===== src/rtl/character_draw_engine.sv =====
// character_draw_engine: erases the sprite at the last drawn position and redraws it at the
// position reported by the character FSM, one pixel per clock, holding DoneDrawing low while busy.
module character_draw_engine #(
  parameter int unsigned SPRITE_W     = 8,
  parameter int unsigned SPRITE_H     = 8,
  parameter int unsigned LANE_X0      = 16,
  parameter int unsigned LANE_PITCH   = 36,
  parameter int unsigned BASE_Y       = 104,
  parameter logic [2:0]  FG_COLOUR    = 3'b111,
  parameter logic [2:0]  TRANS_COLOUR = 3'b110,
  parameter logic [2:0]  BG_COLOUR    = 3'b000
) (
  input  logic       Clock,
  input  logic       Reset,
  input  logic [3:0] CurrState,
  output logic [7:0] X,
  output logic [6:0] Y,
  output logic [2:0] Colour,
  output logic       Plot,
  output logic       DoneDrawing
);

  localparam int unsigned CXW = (SPRITE_W > 1) ? $clog2(SPRITE_W) : 1;
  localparam int unsigned CYW = (SPRITE_H > 1) ? $clog2(SPRITE_H) : 1;

  typedef enum logic [1:0] {S_INIT, S_IDLE, S_ERASE, S_DRAW} state_t;

  // Invalid position codes collapse onto lane 0.
  function automatic logic [3:0] norm_pos(input logic [3:0] c);
    return (c > 4'd9) ? 4'd0 : c;
  endfunction

  // Left X of the sprite box for a normalised position code.
  function automatic logic [7:0] base_x(input logic [3:0] p);
    int unsigned bx;
    if (p < 4'd4) bx = LANE_X0 + 32'(p) * LANE_PITCH;
    else          bx = LANE_X0 + LANE_PITCH / 2 + 32'((p - 4'd4) >> 1) * LANE_PITCH;
    return 8'(bx);
  endfunction

  state_t           state_q, state_d;
  logic [CXW-1:0]   cx_q, cx_d, cx_adv;
  logic [CYW-1:0]   cy_q, cy_d, cy_adv;
  logic [3:0]       target_q, target_d;
  logic [3:0]       drawn_q, drawn_d;
  logic [7:0]       x_q, x_d;
  logic [6:0]       y_q, y_d;
  logic [2:0]       colour_q, colour_d;
  logic             plot_q, plot_d;
  logic [3:0]       pos_n;
  logic [3:0]       box_pos;
  logic             row_end;
  logic             last_px;
  logic             done_c;

  assign X           = x_q;
  assign Y           = y_q;
  assign Colour      = colour_q;
  assign Plot        = plot_q;
  assign DoneDrawing = done_c;

  // Next-state, scan counters and next pixel to present on the registered pixel port.
  always_comb begin
    state_d  = state_q;
    cx_d     = cx_q;
    cy_d     = cy_q;
    target_d = target_q;
    drawn_d  = drawn_q;
    plot_d   = 1'b0;
    done_c   = 1'b0;

    pos_n   = norm_pos(CurrState);
    row_end = (cx_q == CXW'(SPRITE_W - 1));
    last_px = row_end && (cy_q == CYW'(SPRITE_H - 1));
    cx_adv  = row_end ? '0 : cx_q + CXW'(1);
    cy_adv  = row_end ? cy_q + CYW'(1) : cy_q;

    case (state_q)
      S_INIT: begin
        // First INIT cycle after reset only primes pixel 0 onto the port.
        target_d = 4'd0;
        plot_d   = 1'b1;
        if (plot_q) begin
          if (last_px) begin
            state_d = S_IDLE;
            drawn_d = 4'd0;
            plot_d  = 1'b0;
            cx_d    = '0;
            cy_d    = '0;
          end else begin
            cx_d = cx_adv;
            cy_d = cy_adv;
          end
        end
      end
      S_IDLE: begin
        done_c = (pos_n == drawn_q);
        if (pos_n != drawn_q) begin
          target_d = pos_n;
          state_d  = S_ERASE;
          cx_d     = '0;
          cy_d     = '0;
          plot_d   = 1'b1;
        end
      end
      S_ERASE: begin
        plot_d = 1'b1;
        if (last_px) begin
          state_d = S_DRAW;
          cx_d    = '0;
          cy_d    = '0;
        end else begin
          cx_d = cx_adv;
          cy_d = cy_adv;
        end
      end
      S_DRAW: begin
        if (last_px) begin
          state_d = S_IDLE;
          drawn_d = target_q;
          cx_d    = '0;
          cy_d    = '0;
        end else begin
          plot_d = 1'b1;
          cx_d   = cx_adv;
          cy_d   = cy_adv;
        end
      end
      default: state_d = S_INIT;
    endcase

    box_pos  = (state_d == S_ERASE) ? drawn_q : target_d;
    x_d      = plot_d ? base_x(box_pos) + 8'(cx_d) : 8'd0;
    y_d      = plot_d ? 7'(BASE_Y) + 7'(cy_d) : 7'd0;
    colour_d = !plot_d                  ? 3'b000 :
               (state_d == S_ERASE)     ? BG_COLOUR :
               (target_d < 4'd4)        ? FG_COLOUR : TRANS_COLOUR;
  end

  // State, counters and pixel port registers; reset overrides any scan in progress.
  always_ff @(posedge Clock) begin
    if (Reset) begin
      state_q  <= S_INIT;
      cx_q     <= '0;
      cy_q     <= '0;
      target_q <= 4'd0;
      drawn_q  <= 4'd0;
      x_q      <= 8'd0;
      y_q      <= 7'd0;
      colour_q <= 3'b000;
      plot_q   <= 1'b0;
    end else begin
      state_q  <= state_d;
      cx_q     <= cx_d;
      cy_q     <= cy_d;
      target_q <= target_d;
      drawn_q  <= drawn_d;
      x_q      <= x_d;
      y_q      <= y_d;
      colour_q <= colour_d;
      plot_q   <= plot_d;
    end
  end

endmodule

===== config.mk =====
export PLATFORM = sky130hd
export DESIGN_NAME = character_draw_engine
export DESIGN_NICKNAME = d
export VERILOG_FILES = /design/src/rtl/character_draw_engine.sv
export SDC_FILE = /design/constraint.sdc
export NUM_CORES = 1
export LEC_CHECK = 0
export BUFFER_PORTS_ARGS = -buffer_cell sky130_fd_sc_hd__buf_2
export CAP_MARGIN = 25
export CORE_UTILIZATION = 25
export CTS_CLUSTER_DIAMETER = 200
export DETAILED_ROUTE_END_ITERATION = 16
export GPL_TIMING_DRIVEN = 0
export PLACE_DENSITY = 0.39
export SYNTH_ARGS = -nofsm -noshare
export SYNTH_HDL_FRONTEND = slang
export SYNTH_SLANG_ARGS = --single-unit

===== constraint.sdc =====
create_clock -name Clock -period 5.65 [get_ports Clock]
set_clock_uncertainty 0.05 [all_clocks]
set_input_delay 0 -clock Clock [delete_from_list [all_inputs] [get_ports Clock]]
set_output_delay 0 -clock Clock [all_outputs]
set_load 0.005 [all_outputs]

==> results_dict.tcl, run 1 <==
set metrics [dict create \
    synth.distinct_cells 58 \
    slew_headroom_pct 55.1 \
    dr.pass1.iters 4 \
    hp-class "in2reg" \
    core-area_um2 7210 \
    end_kind "flip-flop" \
    overflow 0 \
    start_util_pct 25.7 \
    die_width_um 88.2 \
    syn2layout_area_growth_pct 19.3 \
    critPathMaxFanout 10 \
    dp_slack_ps 946 \
    first_iter_violations 52 \
    cts_inserted_buffers 5 \
    synth_top_area_share_pct 33.4 \
    worstMarginPinSlew_ps 671 \
    async_reset_ff_share_pct 0 \
    grt_max_degree 11 \
    final-setup-viol-count 0 \
    critPathRequiredTime_ps 5810 \
    rsz0062_at_grt "false" \
    finalCritPeriodShare_pct 82.8 \
    clock_path_buffers 2 \
    grt_pass1_wl_mm 7.63 \
    synth_edf_count 0 \
    die_area_um2 7770 \
    cpMostUsedCell "nor2_1" \
    die_h_um 88.2 \
    dp_hpwl_mm 3.50 \
    fmax_ghz 0.214 \
    cp_top_family "compound AO/OA/AOI/OAI gates" \
    fin_ws_ps 970 \
    vias_per_cell 4.61 \
    status "completed" \
    slowest_delay_ps 460 \
    antenna_left 0 \
    critical_path_class "reg2reg" \
    antenna_found_initial 0 \
    yosysTopAreaCell "dfxtp_1" \
    rows 31 \
    startpoint_type "flip-flop" \
    fin_nets 266 \
    powerDensity_nw_per_um2 208 \
    cts_tree "built" \
    vias 1591 \
    drive_above_1_share_pct 21.1 \
    grt_pass1_vias 1520 \
    postSynthCellCount 213 \
    crit_path_top_delay_cell "dfxtp_1" \
    clkSinkCount 31 \
    max_cap_violations 0 \
    path_buf_inv 1 \
    gp_congestion 0.755 \
    drv_slew 0 \
    period_needed_ps 4680 \
    clock_latency_ps 290 \
    synth_ff_type "dfxtp_1" \
    clk_pin_slew_ps 70 \
    drc_errors 0 \
    wirelength_mm 4.59 \
    htree_levels 2 \
    synth_seq_cells 31 \
    cts.repair.resized 0 \
    n_antenna_cell 0 \
    root_buffer "clkbuf_8" \
    ios 26 \
    yosysWarnings 0 \
    critPathArrivalTime_ps 4840 \
    ir_worst_vdd_mv 0.109 \
    p_leak_uw 0.000959 \
    synth-seq-area-share_pct 33.4 \
    wl_per_cell_um 13.3 \
    avgSynthCellArea_um2 8.71 \
    finalSetupTns_ps 0 \
    port_buffers 24 \
    finalHoldViolCount 0 \
    syn_nets 234 \
    syn_area_um2 1860 \
    yosys-top-cells-area "dfxtp_1, ha_1, nor2_1" \
    grt_usage_pct 13.0 \
    crit_path_cell_trace "o21ba_1, a221oi_1, nor2_1, nor2_2, nor2_1, a32oi_1, o21ai_0, mux2i_1, ha_1, clkbuf_1, nand2_1, nor2_1, a311oi_1, fa_1, nand2b_1, or2_2, a2111o_1, a21oi_1" \
]
-- power by group --
group          internal, µW  total [µW]  leakage, µW  switching (µW)
sequential              223         225     0.000252            2.32
combinational          15.5        36.7     0.000656            21.2
clock                   111         198    0.0000505            86.9
-- tightest hold or removal path: stages --
cell	delay [ps]
buf_2	140
a32o_1	170
a22oi_1	60
nor2_1	80
-- metal layers --
| layer | global-route usage [%] | wire length (µm) | vias up |
|---|---|---|---|
| li1 | - | - | 824 |
| met1 | 17.8 | 2400 | 734 |
| met2 | 20.1 | 1960 | 27 |
| met3 | 3.11 | 166 | 6 |
| met4 | 3.96 | 65 | 0 |
| met5 | 0 | 0 | - |
-- state kept, by name (all words and copies together) (netlist names) --
name,flops
Colour,2
Plot,1
X,8
Y,4
cx_q,3
cy_q,3
drawn_q,4
state_q,2
target_q,4
-- synthesized netlist by cell type, drive strengths merged, types with 6 or more instances --
cell	n
nor2	30
inv	12
ha	14
xnor2	6
o21ai	8
nand2	12
dfxtp	31
a21oi	13
clkbuf	6
buf	7
-- final timing paths --
kind | from | endpoint | slack (ps) | cells after the start
worst max-delay path | drawn_q[2] | X[7] | 970 | 18
worst min-delay path | CurrState[1] | target_q[1] | 150 | 4
worst max register to register | drawn_q[2] | X[7] | 970 | 18
worst min register to register | target_q[3] | drawn_q[3] | 470 | 1
-- placed cells by master (no fill, tap or decap), types with 3 or more instances in the layout --
cell type | Yosys | routed
a32oi_1 | 4 | 4
buf_4 | 4 | 4
mux2_2 | 3 | 3
nand2_1 | 12 | 12
a22oi_1 | 4 | 4
nand2b_1 | 5 | 5
xnor2_1 | 6 | 6
dfxtp_1 | 31 | 31
ha_1 | 14 | 14
buf_2 | 3 | 27
clkbuf_8 | 0 | 7
nor2b_1 | 4 | 4
a22o_1 | 5 | 5
nor3_1 | 5 | 5
clkbuf_1 | 6 | 6
o21ai_0 | 5 | 5
a21oi_1 | 11 | 11
nor2_1 | 29 | 29
inv_1 | 12 | 12
-- per-stage QoR --
| step | std cells | utilization (%) | cell area (µm²) | hold slack (ps) | power, µW |
|---|---|---|---|---|---|
| 6_report | 345 | 30.7 | 2210 | 149 | 459 |
| 4_1_cts | 345 | 30.7 | 2210 | 145 | 469 |
| 2_1_floorplan | 213 | - | 1860 | 21.6 | 252 |
| 5_1_grt | 345 | 30.7 | 2210 | 203 | 481 |
| 3_5_place_dp | 336 | 29.1 | 2100 | 202 | 266 |
| 3_3_place_gp | 336 | 29.1 | 2100 | 206 | 266 |
-- kinds of logic after synthesis --
kind of cell,synth area share [%]
compound gates,23.2
simple gates,19.9
xor+xnor,3.78
flops,33.4
mux,2.90
fa+ha+maj,10.5
buf+inv,6.07
other cells,0.202
-- repair_timing --
action                     CTS  global route
buffers inserted             0             0
hold endpoints to repair     2             0
setup endpoints to repair    0             0
hold buffers                 1             0
-- layout make-up --
cell class | count | area, µm²
plain buffers | 13 | 67.6
clock buffers | 7 | 96.3
clock inverters | 1 | 7.51
fillers | 816 | 5000
inverters | 12 | 45.0
multi-input cells | 157 | 1120
flip-flops and latches | 31 | 621
well taps | 99 | 124
repair buffers | 25 | 130
Note: power is estimated with default switching activity, not from simulation.
==> inputs of run 2 (changes only) <==
PLACE_DENSITY = 0.41   (was 0.39)
clock period = 4.2 ns   (was 5.65 ns; I/O delays follow)
==> run 2 against run 1 <==
Compared with the run above:
- critical path depth increased by 1
- combinational power increased by 50%
- clock-buffer cell count decreased by 1
- register-to-register slack got worse by 760 ps
- setup slack got worse by 760 ps
- final cell count increased by 1.7%
- clock power increased by 59%
- critical path type unchanged
- non-clock buffer count increased by 6
- total power increased by 46%
- die area unchanged
- global-route usage decreased by 0.17 points
==> results_dict.tcl, run 2 (synthesized netlist as in run 1, its figures left out) <==
set metrics [dict create \
    hp-class "in2reg" \
    crit_path_cell_trace "clkbuf_4, or4bb_1, o211ai_2, a21oi_2, nor2_2, nor2_1, a32oi_1, o21ai_2, mux2i_1, ha_2, buf_6, nand2_1, nor2_2, a311oi_2, fa_2, nand2b_4, or2_2, a2111o_1, a21oi_1" \
    die_h_um 88.2 \
    root_buffer "clkbuf_8" \
    slowest_delay_ps 420 \
    final_area_um2 2330 \
    grt_pass1_vias 1471 \
    rr_worst_depth 19 \
    worstMarginPinSlew_ps 640 \
    final.fill_count 808 \
    rows 31 \
    vias_per_cell 4.60 \
    status "completed" \
    place_area_um2 2100 \
    grt_max_degree 11 \
    n_antenna_cell 0 \
    dp_hpwl_mm 3.37 \
    clk_pin_slew_ps 70 \
    gp_congestion 0.713 \
    ir_worst_vdd_mv 0.0989 \
    layout_commonest_cell "dfxtp_1" \
    first_iter_violations 80 \
    path_buf_inv 2 \
    overflow 0 \
    fin_nets 272 \
    antenna_left 0 \
    cts_tree "built" \
    cts_inserted_buffers 5 \
    end_kind "flip-flop" \
    reg2reg_from "drawn_q[0]" \
    critPathMaxFanout 10 \
    drive_above_1_share_pct 27.4 \
    cp_top_family "simple AND/OR/NAND/NOR gates" \
    p_leak_uw 0.00102 \
    multi_input_area_um2 1170 \
    syn2layout_area_growth_pct 25.5 \
    vias 1613 \
    clock_path_buffers 2 \
    finalCritPeriodShare_pct 95.0 \
    finalSetupTns_ps 0 \
    critical_path_class "reg2reg" \
    critPathRequiredTime_ps 4370 \
    clock_latency_ps 290 \
    wl_per_cell_um 13.3 \
    fin_util_pct 32.3 \
    grt_pass1_wl_mm 7.43 \
    period_needed_ps 3990 \
    cpMostUsedCell "nor2_2" \
    htree_levels 2 \
    wirelength_mm 4.68 \
    fmax_ghz 0.251 \
    hold_end "target_q[1]" \
    startpoint_type "flip-flop" \
    crit_path_top_delay_cell "or4bb_1" \
    seq_area_um2 622 \
    drv_slew 0 \
    finalHoldViolCount 0 \
    ios 26 \
    core-area_um2 7210 \
    powerDensity_nw_per_um2 289 \
    drc_errors 0 \
    final_cell_mix "dfxtp_1, nor2_1, buf_2" \
    final-setup-viol-count 0 \
    port_buffers 24 \
    dr.pass1.iters 4 \
    antenna_found_initial 0 \
    r2r_slack_ps 210 \
    critPathArrivalTime_ps 4160 \
    max_cap_violations 0 \
    slew_headroom_pct 57.3 \
    clkSinkCount 31 \
    worstHoldStart "CurrState[1]" \
    whs_path_depth 4 \
    largest_register_ffs 8 \
    die_area_um2 7770 \
    die_width_um 88.2 \
    r2r_end "X[7]" \
    start_util_pct 25.7 \
    grt_usage_pct 12.8 \
    hold_ws_ps 163 \
]
## run 2: how the worst max path moves through the flow
| stage | from | to | slack [ps] | depth (start not counted) |
|---|---|---|---|---|
| after floorplan | drawn_q[0] | X[7] | 240 | 19 |
| after global placement | drawn_q[2] | X[7] | -490 | 18 |
| after detailed placement | drawn_q[2] | X[7] | -530 | 18 |
| after CTS | drawn_q[0] | X[7] | 4 | 19 |
| after global routing | drawn_q[0] | X[7] | -30 | 19 |
| final | drawn_q[0] | X[7] | 210 | 19 |
## run 2: timing repair
item                       4_1_cts  5_1_grt
buffers inserted                 4        2
gates resized for setup          7       10
pin swaps                        2        2
setup endpoints to repair        4        3
hold buffers                     1        0
hold endpoints to repair         2        0
## run 2: worst reg2reg max path, cell delays in order, from the launching register on
cell and delay [ps]:
dfxtp_1 310, clkbuf_4 180, or4bb_1 420, o211ai_2 110, a21oi_2 130, nor2_2 150, nor2_1 110, a32oi_1 260
o21ai_2 110, mux2i_1 180, ha_2 240, buf_6 150, nand2_1 70, nor2_2 120, a311oi_2 70, fa_2 400
nand2b_4 160, or2_2 290, a2111o_1 340, a21oi_1 110
## run 2: cell type report
type	instances	share of cell area [%]
Sequential cell	31	26.7
Clock buffer	6	3.55
Multi-Input combinational cell	157	50.1
Timing Repair Buffer	31	7.52
Tap cell	99	5.32
Inverter	12	1.93
Buffer	13	3.33
Clock inverter	2	1.50
## run 2: metal layers
layer	vias to the layer above	track usage [%]	share of wire, %
met5	-	0	0
met4	0	4.40	0.86
met3	2	2.54	3.8
met2	31	19.5	44
met1	747	17.9	51
li1	833	-	-
## run 2: metrics by stage
stage	std cells	total power (µW)	worst slack (ps)
2_1_floorplan	213	339	236
3_3_place_gp	336	358	-494
3_5_place_dp	336	358	-531
4_1_cts	349	684	3.76
5_1_grt	351	707	-28.4
6_report	351	672	208
## run 2: where the power goes
part	switching [µW]	total [µW]	leakage (µW)	internal (µW)
Sequential	3.13	303	0.000253	299
Clock	122	314	0.0000612	192
Combinational	30.0	55.0	0.000707	25.0
Total	155	672	0.00102	517
==> inputs of run 3 (changes only) <==
ABC_AREA = 1   (was not set)
CORE_UTILIZATION = 51   (was 25)
PLACE_DENSITY = 0.75   (was 0.41)
==> run 3 against run 2 <==
Compared with the run above:
- sequential power about the same
- sequential cell count unchanged
- largest cell class unchanged
- highest routed layer unchanged
- largest power group is now registers
- setup slack improved by 210 ps
==> results_dict.tcl, run 3 <==
set metrics [dict create \
    period_needed_ps 3780 \
    clock_latency_ps 280 \
    whs_path_depth 3 \
    clock_path_buffers 2 \
    cts_tree "built" \
    end_kind "flip-flop" \
    drv_slew 0 \
    finalSetupTns_ps 0 \
    ir_worst_vdd_mv 0.120 \
    critical_path_class "reg2reg" \
    synth_common_cells "nand2_1, inv_1, dfxtp_1, nor2_1, nand3_1" \
    grt_usage_pct 22.1 \
    fin_util_pct 63.7 \
    worstMarginPinSlew_ps 511 \
    yosysMostFrequentCell "nand2_1" \
    postSynthCellCount 249 \
    p_leak_uw 0.00111 \
    rows 21 \
    drc_errors 0 \
    rr_worst_depth 21 \
    powerDensity_nw_per_um2 268 \
    die_width_um 63.3 \
    finalCritPeriodShare_pct 90.0 \
    hold_ws_ps 44.9 \
    vias_per_cell 5.14 \
    final_area_um2 2210 \
    hp-class "in2reg" \
    grt_pass1_vias 1563 \
    antenna_found_initial 0 \
    synth-seq-area-share_pct 32.4 \
    synth.distinct_cells 37 \
    hold_end "target_q[1]" \
    final_cell_mix "nand2_1, inv_1, dfxtp_1" \
    fin_nets 302 \
    largest_register_ffs 8 \
    first_iter_violations 89 \
    slew_headroom_pct 65.9 \
    wl_per_cell_um 11.7 \
    clk_pin_slew_ps 60 \
    start_util_pct 55.2 \
    syn_nets 270 \
    ios 26 \
    clkSinkCount 31 \
    synth_ff_type "dfxtp_1" \
    grt_pass1_wl_mm 6.88 \
    synth_seq_cells 31 \
    die_h_um 63.3 \
    dp_hpwl_mm 3.03 \
    r2r_end "X[7]" \
    port_buffers 24 \
    synth_edf_count 0 \
    vias 1682 \
    yosysWarnings 0 \
    die_area_um2 4000 \
    gp_congestion 0.795 \
    yosys-top-cells-area "dfxtp_1, ha_1, nand2_1" \
    wirelength_mm 3.84 \
    worstHoldStart "CurrState[1]" \
    n_antenna_cell 0 \
    critPathRequiredTime_ps 4330 \
    rsz0062_at_grt "false" \
    status "completed" \
    critPathMaxFanout 8 \
    max_cap_violations 0 \
    drive_above_1_share_pct 24.2 \
    finalHoldViolCount 0 \
    fmax_ghz 0.264 \
    place_area_um2 2090 \
    core-area_um2 3470 \
    syn_area_um2 1920 \
    cts_inserted_buffers 5 \
    r2r_slack_ps 420 \
    yosysTopAreaCell "dfxtp_1" \
    async_reset_ff_share_pct 0 \
    critPathArrivalTime_ps 3910 \
    synth_top_area_share_pct 32.4 \
    syn2layout_area_growth_pct 15.4 \
    dr.pass1.iters 4 \
    reg2reg_from "cx_q[0]" \
    startpoint_type "flip-flop" \
    overflow 0 \
    root_buffer "clkbuf_8" \
    antenna_left 0 \
    avgSynthCellArea_um2 7.69 \
    htree_levels 2 \
    final-setup-viol-count 0 \
    grt_max_degree 11 \
    layout_commonest_cell "nand2_1" \
]
run 3: changes by cell type after synthesis, moves of 6 or more:
cell / previous run / this run
nand3_1: 1 / 15
nand2_1: 12 / 40
inv_1: 12 / 37
o21ai_0: 5 / 13
nand2_4: 0 / 6
run 3: power by group:
part           total [µW]  switching [µW]  internal, µW
logic                54.5            32.9          21.6
clock network         234             105           128
registers             305            3.27           301
run 3: area by class of cell:
| class | count | area [µm²] |
|---|---|---|
| well taps | 46 | 57.6 |
| clock inverters | 1 | 5.00 |
| repair buffers | 25 | 130 |
| plain buffers | 5 | 33.8 |
| inverters | 41 | 154 |
| multi-input cells | 172 | 1130 |
| clock buffers | 6 | 82.6 |
| fillers | 339 | 1260 |
| flip-flops and latches | 31 | 621 |
run 3: worst max-delay path by stage:
stage	start	endpoint	slack [ps]	cells after the start
after floorplan	cx_q[0]	X[7]	640	21
after global placement	cx_q[0]	X[7]	190	21
after detailed placement	cx_q[0]	X[7]	100	21
after CTS	cx_q[0]	X[7]	80	21
after global routing	cx_q[1]	X[4]	70	20
final	cx_q[0]	X[7]	420	21
run 3: cell families after synthesis:
kind of cell / share of synthesized area (%)
xor+xnor: 1.37
buf+inv: 9.80
fa+ha+maj: 10.2
other cells: 0.196
flops: 32.4
simple gates: 33.7
compound gates: 12.3
run 3: metrics by stage:
step	power (µW)	instances	setup WS (ps)
2_1_floorplan	346	249	638
3_3_place_gp	364	319	191
3_5_place_dp	365	319	103
4_1_cts	599	327	81.5
5_1_grt	625	327	66.8
6_report	593	327	418
run 3: metal layers:
metal  GRT usage (%)  vias up  share of wire (%)
li1                -      865                  -
met1            26.3      776                 43
met2            37.4       32                 49
met3            5.62        9                5.1
met4            9.66        0                2.0
met5               0        -                  0
run 3: timing repair:
action,CTS,global route
hold endpoints to repair,3,0
hold buffers,1,0
setup endpoints to repair,0,5
resized for setup,0,6
setup buffers,0,0
run 3: critical path: stages, from the launching register on:
cell      delay (ps)
dfxtp_1          350
ha_1             160
ha_1             280
nand2_2          180
o21ai_2          240
nand2_4          120
nand2_8          110
inv_1             90
nor2_1           140
a21oi_2           70
inv_1             80
ha_2             260
inv_1            150
ha_1             300
inv_1             40
ha_1             260
nor2_1            40
a21oi_1          200
a21boi_1         260
nand3_2          120
nor2_1           120
nor2_1            50
